===== config.mk =====
export PLATFORM = sky130hd
export DESIGN_NAME = fp16_acc_seq_flat
export DESIGN_NICKNAME = d
export VERILOG_FILES = /design/src/rtl/fp16_acc_seq_if.sv /design/src/rtl/fp16_acc_seq.sv /design/src/flat_wrapper.sv
export SDC_FILE = /design/constraint.sdc
export NUM_CORES = 1
export LEC_CHECK = 0
export ABC_AREA = 0
export CAP_MARGIN = 15
export CORE_ASPECT_RATIO = 1.5
export CORE_MARGIN = 10
export CORE_UTILIZATION = 50
export DETAILED_ROUTE_END_ITERATION = 8
export PLACE_DENSITY = 0.72
export SETUP_SLACK_MARGIN = 0.2
export SYNTH_ARGS = -nofsm -noshare
export SYNTH_HDL_FRONTEND = slang
export SYNTH_SLANG_ARGS = --single-unit

===== constraint.sdc =====
create_clock -name clk -period 4.85 [get_ports clk]
set_clock_uncertainty 0.15 [all_clocks]
set_input_delay 0.97 -clock clk [delete_from_list [all_inputs] [get_ports clk]]
set_output_delay 0.97 -clock clk [all_outputs]
set_load 0.01 [all_outputs]

===== src/rtl/fp16_acc_seq_if.sv =====
// Stream-in / adder / sum-out bundle for the FP16 reduction sequencer.
// slave is the sequencer side; master is whoever feeds it and hosts the adder.
interface fp16_acc_seq_if;
    logic        in_valid;
    logic [15:0] in_data;
    logic        in_ready;
    logic        add_valid;
    logic [15:0] add_data1;
    logic [15:0] add_data2;
    logic [15:0] add_result;
    logic        add_update;
    logic [15:0] sum_o;
    logic        sum_valid;
    logic        busy;
    logic        err_timeout;

    modport slave (
        input  in_valid, in_data, add_result, add_update,
        output in_ready, add_valid, add_data1, add_data2,
               sum_o, sum_valid, busy, err_timeout
    );

    modport master (
        output in_valid, in_data, add_result, add_update,
        input  in_ready, add_valid, add_data1, add_data2,
               sum_o, sum_valid, busy, err_timeout
    );
endinterface


===== src/rtl/fp16_acc_seq.sv =====
// FP16 vector reduction sequencer: buffers elements in a small FIFO, issues one
// add at a time to an external FP16 adder and emits one sum per VEC_LEN elements.
// Values are never decoded here; the adder owns all arithmetic.
module fp16_acc_seq #(
    parameter int VEC_LEN     = 8,
    parameter int FIFO_DEPTH  = 4,
    parameter int ADD_TIMEOUT = 64
) (
    input  logic           clk,
    input  logic           rst,
    fp16_acc_seq_if.slave  bus
);

    localparam int AW = $clog2(FIFO_DEPTH);
    localparam int CW = $clog2(VEC_LEN + 1);
    localparam int TW = $clog2(ADD_TIMEOUT + 1);

    // cnt counts elements folded into acc; the last add is the one that
    // starts with cnt == VEC_LEN-1.
    localparam logic [CW-1:0] CNT_LAST  = CW'(VEC_LEN - 1);
    localparam logic [TW-1:0] TMR_LAST  = TW'(ADD_TIMEOUT - 1);
    localparam logic [AW:0]   FIFO_FULL = (AW + 1)'(FIFO_DEPTH);

    typedef enum logic [2:0] {
        S_IDLE,
        S_LOAD,
        S_ISSUE,
        S_WAIT,
        S_DONE,
        S_ERR
    } state_t;

    state_t          state;
    logic [15:0]     acc;
    logic [CW-1:0]   cnt;
    logic [TW-1:0]   timer;
    logic            add_valid_r;
    logic [15:0]     add_data1_r;
    logic [15:0]     add_data2_r;
    logic [15:0]     sum_r;
    logic            sum_valid_r;
    logic            err_r;

    // ---------------- input FIFO ----------------
    logic [15:0]     mem [FIFO_DEPTH];
    logic [AW-1:0]   wr_ptr;
    logic [AW-1:0]   rd_ptr;
    logic [AW:0]     count;
    logic            empty;
    logic            full;
    logic            in_ready;
    logic            push;
    logic            pop;
    logic [15:0]     head;

    assign empty    = (count == '0);
    assign full     = (count == FIFO_FULL);
    // Ready depends on registered state only: a full FIFO refuses even when
    // the sequencer is popping in the same cycle.
    assign in_ready = !full && (state != S_ERR);
    assign push     = bus.in_valid && in_ready;
    // LOAD is only reached with the FIFO non-empty and nothing else pops,
    // so the LOAD pop never underflows.
    assign pop      = (state == S_LOAD) || ((state == S_ISSUE) && !empty);
    assign head     = mem[rd_ptr];

    // Storage write; contents need no reset since count gates every read.
    always_ff @(posedge clk) begin
        if (push)
            mem[wr_ptr] <= bus.in_data;
    end

    // FIFO pointers and occupancy; simultaneous push and pop leave count alone.
    always_ff @(posedge clk) begin
        if (rst) begin
            wr_ptr <= '0;
            rd_ptr <= '0;
            count  <= '0;
        end else begin
            if (push)
                wr_ptr <= wr_ptr + 1'b1;
            if (pop)
                rd_ptr <= rd_ptr + 1'b1;
            case ({push, pop})
                2'b10:   count <= count + 1'b1;
                2'b01:   count <= count - 1'b1;
                default: count <= count;
            endcase
        end
    end

    // ---------------- sequencing FSM ----------------
    // Drives the adder one operation at a time and owns the running sum.
    always_ff @(posedge clk) begin
        if (rst) begin
            state       <= S_IDLE;
            acc         <= '0;
            cnt         <= '0;
            timer       <= '0;
            add_valid_r <= 1'b0;
            add_data1_r <= '0;
            add_data2_r <= '0;
            sum_r       <= '0;
            sum_valid_r <= 1'b0;
            err_r       <= 1'b0;
        end else begin
            add_valid_r <= 1'b0;
            sum_valid_r <= 1'b0;
            case (state)
                S_IDLE: begin
                    if (!empty)
                        state <= S_LOAD;
                end
                S_LOAD: begin
                    acc   <= head;
                    cnt   <= CW'(1);
                    state <= (VEC_LEN == 1) ? S_DONE : S_ISSUE;
                end
                S_ISSUE: begin
                    if (!empty) begin
                        add_data1_r <= acc;
                        add_data2_r <= head;
                        add_valid_r <= 1'b1;
                        timer       <= '0;
                        state       <= S_WAIT;
                    end
                end
                S_WAIT: begin
                    // Operands stay on add_data1/2 until the adder answers.
                    if (bus.add_update) begin
                        acc   <= bus.add_result;
                        cnt   <= cnt + 1'b1;
                        state <= (cnt == CNT_LAST) ? S_DONE : S_ISSUE;
                    end else if (timer == TMR_LAST) begin
                        err_r <= 1'b1;
                        state <= S_ERR;
                    end else begin
                        timer <= timer + 1'b1;
                    end
                end
                S_DONE: begin
                    sum_r       <= acc;
                    sum_valid_r <= 1'b1;
                    state       <= S_IDLE;
                end
                S_ERR: begin
                    // Terminal: only reset leaves this state.
                    state <= S_ERR;
                end
                default: begin
                    state <= S_IDLE;
                end
            endcase
        end
    end

    assign bus.in_ready    = in_ready;
    assign bus.add_valid   = add_valid_r;
    assign bus.add_data1   = add_data1_r;
    assign bus.add_data2   = add_data2_r;
    assign bus.sum_o       = sum_r;
    assign bus.sum_valid   = sum_valid_r;
    assign bus.busy        = (state != S_IDLE) || !empty;
    assign bus.err_timeout = err_r;

endmodule


===== src/flat_wrapper.sv =====
// flat-port wrapper written by rule: the top's interface ports become plain ports
module fp16_acc_seq_flat 
#(
    parameter int VEC_LEN     = 8,
    parameter int FIFO_DEPTH  = 4,
    parameter int ADD_TIMEOUT = 64
)
  (clk, rst, bus_in_valid, bus_in_data, bus_add_result, bus_add_update, bus_in_ready, bus_add_valid, bus_add_data1, bus_add_data2, bus_sum_o, bus_sum_valid, bus_busy, bus_err_timeout);
  fp16_acc_seq_if bus_i ();
  input  logic clk;
  input  logic rst;
  input wire logic [$bits(bus_i.in_valid)-1:0] bus_in_valid;
  input wire logic [$bits(bus_i.in_data)-1:0] bus_in_data;
  input wire logic [$bits(bus_i.add_result)-1:0] bus_add_result;
  input wire logic [$bits(bus_i.add_update)-1:0] bus_add_update;
  output wire logic [$bits(bus_i.in_ready)-1:0] bus_in_ready;
  output wire logic [$bits(bus_i.add_valid)-1:0] bus_add_valid;
  output wire logic [$bits(bus_i.add_data1)-1:0] bus_add_data1;
  output wire logic [$bits(bus_i.add_data2)-1:0] bus_add_data2;
  output wire logic [$bits(bus_i.sum_o)-1:0] bus_sum_o;
  output wire logic [$bits(bus_i.sum_valid)-1:0] bus_sum_valid;
  output wire logic [$bits(bus_i.busy)-1:0] bus_busy;
  output wire logic [$bits(bus_i.err_timeout)-1:0] bus_err_timeout;
  assign bus_i.in_valid = bus_in_valid;
  assign bus_i.in_data = bus_in_data;
  assign bus_i.add_result = bus_add_result;
  assign bus_i.add_update = bus_add_update;
  assign bus_in_ready = bus_i.in_ready;
  assign bus_add_valid = bus_i.add_valid;
  assign bus_add_data1 = bus_i.add_data1;
  assign bus_add_data2 = bus_i.add_data2;
  assign bus_sum_o = bus_i.sum_o;
  assign bus_sum_valid = bus_i.sum_valid;
  assign bus_busy = bus_i.busy;
  assign bus_err_timeout = bus_i.err_timeout;
  fp16_acc_seq #(.VEC_LEN(VEC_LEN), .FIFO_DEPTH(FIFO_DEPTH), .ADD_TIMEOUT(ADD_TIMEOUT)) u_core (.clk(clk), .rst(rst), .bus(bus_i));
endmodule

# After elaboration in Yosys (flattened, before gate mapping)
# Memory sizes are Yosys's and may differ from the RTL's. A register that Yosys moved wholly into a read port is not among the register bits.
# Cells that the tools add are included.
# op_classes
n_addsub	6
n_eq_ne	17
mux	21
bitwise	3
reduce_logical	19
# op_table
cell	n
case mux 16 bit (2 select lines)	1
two-way mux 7 bit	3
two-way mux 16 bit	1
two-way mux 3 bit	5
case mux 3 bit (5 select lines)	1
case mux 7 bit (2 select lines)	1
inequality test 2 bit, second input constant	5
== test 3 bit, second input constant	3
case mux 4 bit (2 select lines)	1
adder 7 x 1 -> 7 bit, second input constant	1
== test 7 x 6 -> 1 bit, second input constant	1
== test 3 x 2 -> 1 bit, second input constant	2
zero test 3 bit	2
case mux 3 bit (2 select lines)	1
AND reduction 3 bit	2
nonzero test 2 bit	3
adder 2 x 1 -> 2 bit, second input constant	2
adder 4 x 1 -> 4 bit, second input constant	1
== test 4 x 3 -> 1 bit, second input constant	1
two-way mux 1 bit	4
two-way mux 2 bit	2
two-way mux 4 bit	1
AND reduction 2 bit	2
AND reduction 4 bit	1
13 further kinds	19
# totals
reg_bits	88
mem_bits_rw	64
in_bits	36
output_inout_bits	53
wordCells	80
mem_count	1
# mem_list
name	depth	width	read_ports	rd_clocked_by_memory_dff	write_ports	line_no	text
u_core.mem	4	16	1	1	1	fp16_acc_seq.sv:45	logic [15:0] mem [FIFO_DEPTH];

# Logic depth before layout (Yosys ltp)
# logic_depth
ltp_word	6
depth_mapped	8
depth_no_buf	7

# Worst setup path after synthesis
# Ideal clock, no wire load.
# synth_path
kind	input-to-reg
from	input port bus_in_valid
to	register u_core.count[2]
setup_ns	0.121
arrival_ns	2.128
required_ns	4.579
slack_ns	2.451
path_stages	6
path_buffers	0
path_cell_list	nand3_1 -> and2_1 -> fa_1 -> o31ai_1 -> a2bb2oi_1 -> mux2_2
# synth_via
elab_chain_len	3
word_cells_on_any_way	5
classes_between	eq/ne (2); mux (1); reduce/logical (2)
# synth_rtl
element	line_no	text
start, declared	flat_wrapper.sv:12	input wire logic [$bits(bus_i.in_valid)-1:0] bus_in_valid;
logical AND 1 bit *	fp16_acc_seq.sv:61	assign push = bus.in_valid && in_ready;
== test 2 x 1 -> 1 bit or == test 2 bit (tied branches)	fp16_acc_seq.sv:84	case ({push, pop})
case mux 3 bit (2 select lines) or nonzero test 2 bit (tied branches)	-	
end signal, assigned	fp16_acc_seq.sv:85	2'b10: count <= count + 1'b1;
end signal, assigned	fp16_acc_seq.sv:86	2'b01: count <= count - 1'b1;
end signal, assigned	fp16_acc_seq.sv:87	default: count <= count;
end, declared	fp16_acc_seq.sv:48	logic [AW:0] count;
# Mark *: on every way between the ends. The rest lies on a longest branch, timed or not.
# A chain may end at the register's enable or synchronous reset.

# Worst setup path after layout
# layout_path
from	register u_core.count[0]
to	output port bus_busy
# layout_via
elab_chain_len	3
# layout_rtl
element	line_no	text
zero test 3 bit	fp16_acc_seq.sv:56	assign empty = (count == '0);
zero test 1 bit	fp16_acc_seq.sv:163	assign bus.busy = (state != S_IDLE) || !empty;
logical OR 1 bit	fp16_acc_seq.sv:163	
end, declared	flat_wrapper.sv:22	output wire logic [$bits(bus_i.busy)-1:0] bus_busy;
# No other way between the ends.

==> flow_summary.toml <==
[placed_design]
gp_congestion = 0.846
port_buffers = 88
dp_hpwl_um = 9380
preCtsSetupSlack_ns = 1.84
dp.cells = 745

[synthesis]
synth_area_um2 = 6050
synthArstFlopShare = 0
synth_edf_count = 64
avgSynthCellArea_um2 = 11.2
synth_top_family_by_area = "simple AND/OR/NAND/NOR gates"
synth_xor_area_frac = 0.00848
syn-instance-count = 538
yosys.area_share.simple = 0.157
synth_top_area_frac = 0.318
synth_fa_ha_area_frac = 0.0157
yosys.area.top_type = "edfxtp_1"
synth_area_leaders = "edfxtp_1 (32%), dfxtp_1 (30%), nand2_1 (8.3%), mux4_2 (6.0%), a21oi_1 (4.6%)"
synth_cell_type_count = 54
yosys-mux-area-fraction = 0.0701
synth_nets = 581
yosys_warnings = 0
synth_flop_cell = "dfxtp_1"
synth_compound_area_frac = 0.101
synth_seq_cells = 154
synth_seq_area_share = 0.616

[routing]
antenna_left = 0
wl_per_cell_um = 17.5
drt_iter0_markers = 193
first_pass_iters = 5
viasPerCell = 5.45
drc = 0
drt-total-wl_um = 13600
vias = 4237

[power_and_ir_drop]
sw_frac_of_total = 0.276
power_frac_comb = 0.206
vdd_drop_max_mv = 0.317
p_seq_frac = 0.423
total_power_w = 0.00393
switching_power_w = 0.00109
p_int_w = 0.00285
power_density_nw_per_um2 = 512
p_clk_frac = 0.371
p_leak_nw = 2.60

[final_layout]
instances_no_fill = 778
syn_to_final_growth_pct = 26.9
drive_above_1_share = 0.106
nFillCells = 927
antenna_cells = 0
final_nets = 655

[clocking]
htree_num_levels = 4
clk_pin_slew_ns = 0.06
cts.repair.resized = 0
post_cts_buffers = 0
cts_buffers = 17
clk_latency_ns = 0.41
cts.sinks = 154
cts_tree = "done"
clock_path_buffers = 2
root_buffer = "clkbuf_16"
ctsHoldBuffers = 0

[critical_path]
max_stage_delay_ns = 0.50
cp.required_ns = 3.73
critical_path_buf_inv_count = 1
crit_start = "u_core.count[0]"
r2r_start = "u_core.state[0]"
worst_ep_arrival_time_ns = 2.31
start_kind = "flip-flop"
slowest_stage = "clkdlybuf4s50_1"
crit_family = "simple AND/OR/NAND/NOR gates"
path_class = "reg -> out"
end_kind = "primary output"
path_max_fanout = 6
cp_cell_sequence = "nor3_1 > nor3b_2 > nand2_1 > clkdlybuf4s50_1"

[flow_run]
drv_cap = 0

[floorplan]
ios = 89
fp.dieW_um = 110
rows = 49
die_h_um = 155
die-area_um2 = 17000
initial_core_util = 0.509
coreArea_um2 = 11900

[sta]
whs_ns = 0.286
worst_pin_slew_ns = 1.09
setup_tns_ns = 0
slew_violations = 0
fmax_mhz = 291
period_needed_ns = 3.43
slew_headroom = 0.267
min_period_over_period = 0.708
final-setup-viol-count = 0
rsz0062_at_grt = "false"
hold_violations = 0
finalWorstSetupSlack_ns = 1.42

[global_route]
grt_max_degree = 68
grt_pass1_wl_um = 21700
grt_overflow_total = 0
grt_use_total = 0.163
antenna_found_initial = 0
grt_pass1_vias = 4206

[status]
status = "completed"

[hold_path]
hold_path_class = "reg -> reg"
hold_start = "u_core.timer[6]"
## cell usage in the layout (no fill, tap or decap), types with 6 or more instances in the layout
cell             count
a21oi_1             55
a311oi_1            18
and2_1               6
clkbuf_16           19
clkdlybuf4s50_1     87
dfxtp_1             90
edfxtp_1            64
ha_1                 6
mux4_2              16
nand2_1            134
nand2b_1             6
nor2_1              31
## power by group through the flow
stage | sequential (W) | clock [W] | combinational, W
floorplan | 0.00164 | 0 | 0.000572
global placement | 0.00169 | 0 | 0.000768
detailed placement | 0.00170 | 0 | 0.000787
CTS | 0.00168 | 0.00147 | 0.000792
global route | 0.00169 | 0.00153 | 0.000889
finish | 0.00166 | 0.00146 | 0.000811
## tightest hold or removal path, stage by stage (launching register included)
cell	delay, ns
dfxtp_1	0.30
nand2_1	0.06
a21oi_1	0.04
## synth_stat cells, types with 2 or more instances
cell	number
a211oi_1	4
a21o_1	2
a21oi_1	55
a311oi_1	18
and2_1	6
buf_2	14
buf_4	3
clkbuf_1	20
dfxtp_1	90
edfxtp_1	64
ha_1	6
inv_1	5
mux2_2	2
mux2i_1	3
mux4_2	16
nand2_1	134
nand2b_1	6
nand3_1	5
nand3b_1	4
nor2_1	31
nor2b_1	5
nor3_1	3
nor3_2	2
nor3b_1	2
nor3b_2	2
o21a_1	3
o21ai_0	3
xnor2_1	4
## state kept, by name, indices dropped and copies added, names as in the netlist, named ones only
register                flops
u_core.bus.sum_valid        1
u_core.bus.add_data2       16
u_core.bus.err_timeout      1
u_core.mem                 64
u_core.state                3
u_core.rd_ptr               2
u_core.cnt                  4
u_core.timer                7
u_core.bus.sum_o           16
u_core.acc                 16
u_core.bus.add_data1       16
u_core.bus.add_valid        1
u_core.count                3
u_core.wr_ptr               2
## cell type report
cell class | count | area [um^2] | area share
Clock buffer | 21 | 493 | 0.0642
Clock inverter | 11 | 178 | 0.0232
Inverter | 5 | 18.8 | 0.00245
Multi-Input combinational cell | 341 | 2140 | 0.278
Sequential cell | 154 | 3720 | 0.485
Tap cell | 153 | 191 | 0.0249
Timing Repair Buffer | 93 | 933 | 0.122
## metrics by stage
stage	area, um^2	utilization
6_report	7670	0.645
3_3_place_gp	6980	0.586
5_1_grt	7670	0.645
2_1_floorplan	6050	-
4_1_cts	7650	0.643
3_5_place_dp	6980	0.586
## cell families after synthesis
family,Yosys count
buffers and inverters,43
AND/OR/NAND/NOR,211
XOR/XNOR,5
multiplexers,22
AO/OA/AOI/OAI,96
flip-flops,154
adder cells (fa/ha/maj),7
## path summary, 6_finish.rpt
kind | to | slack (ns) | depth (start not counted)
setup / recovery | bus_busy | 1.42 | 4
hold / removal | u_core.timer[6] | 0.29 | 2
setup reg to reg | u_core.count[2] | 2.09 | 7
hold reg to reg | u_core.timer[6] | 0.29 | 2
## routing by layer
layer | global-route usage | vias to the layer above | share of wire
met5 | 0 | - | 0
met4 | 0.0752 | 0 | 0.029
met3 | 0.0395 | 25 | 0.061
met2 | 0.274 | 124 | 0.52
met1 | 0.187 | 2040 | 0.39
li1 | - | 2048 | -
(Power assumes the default switching activity.)
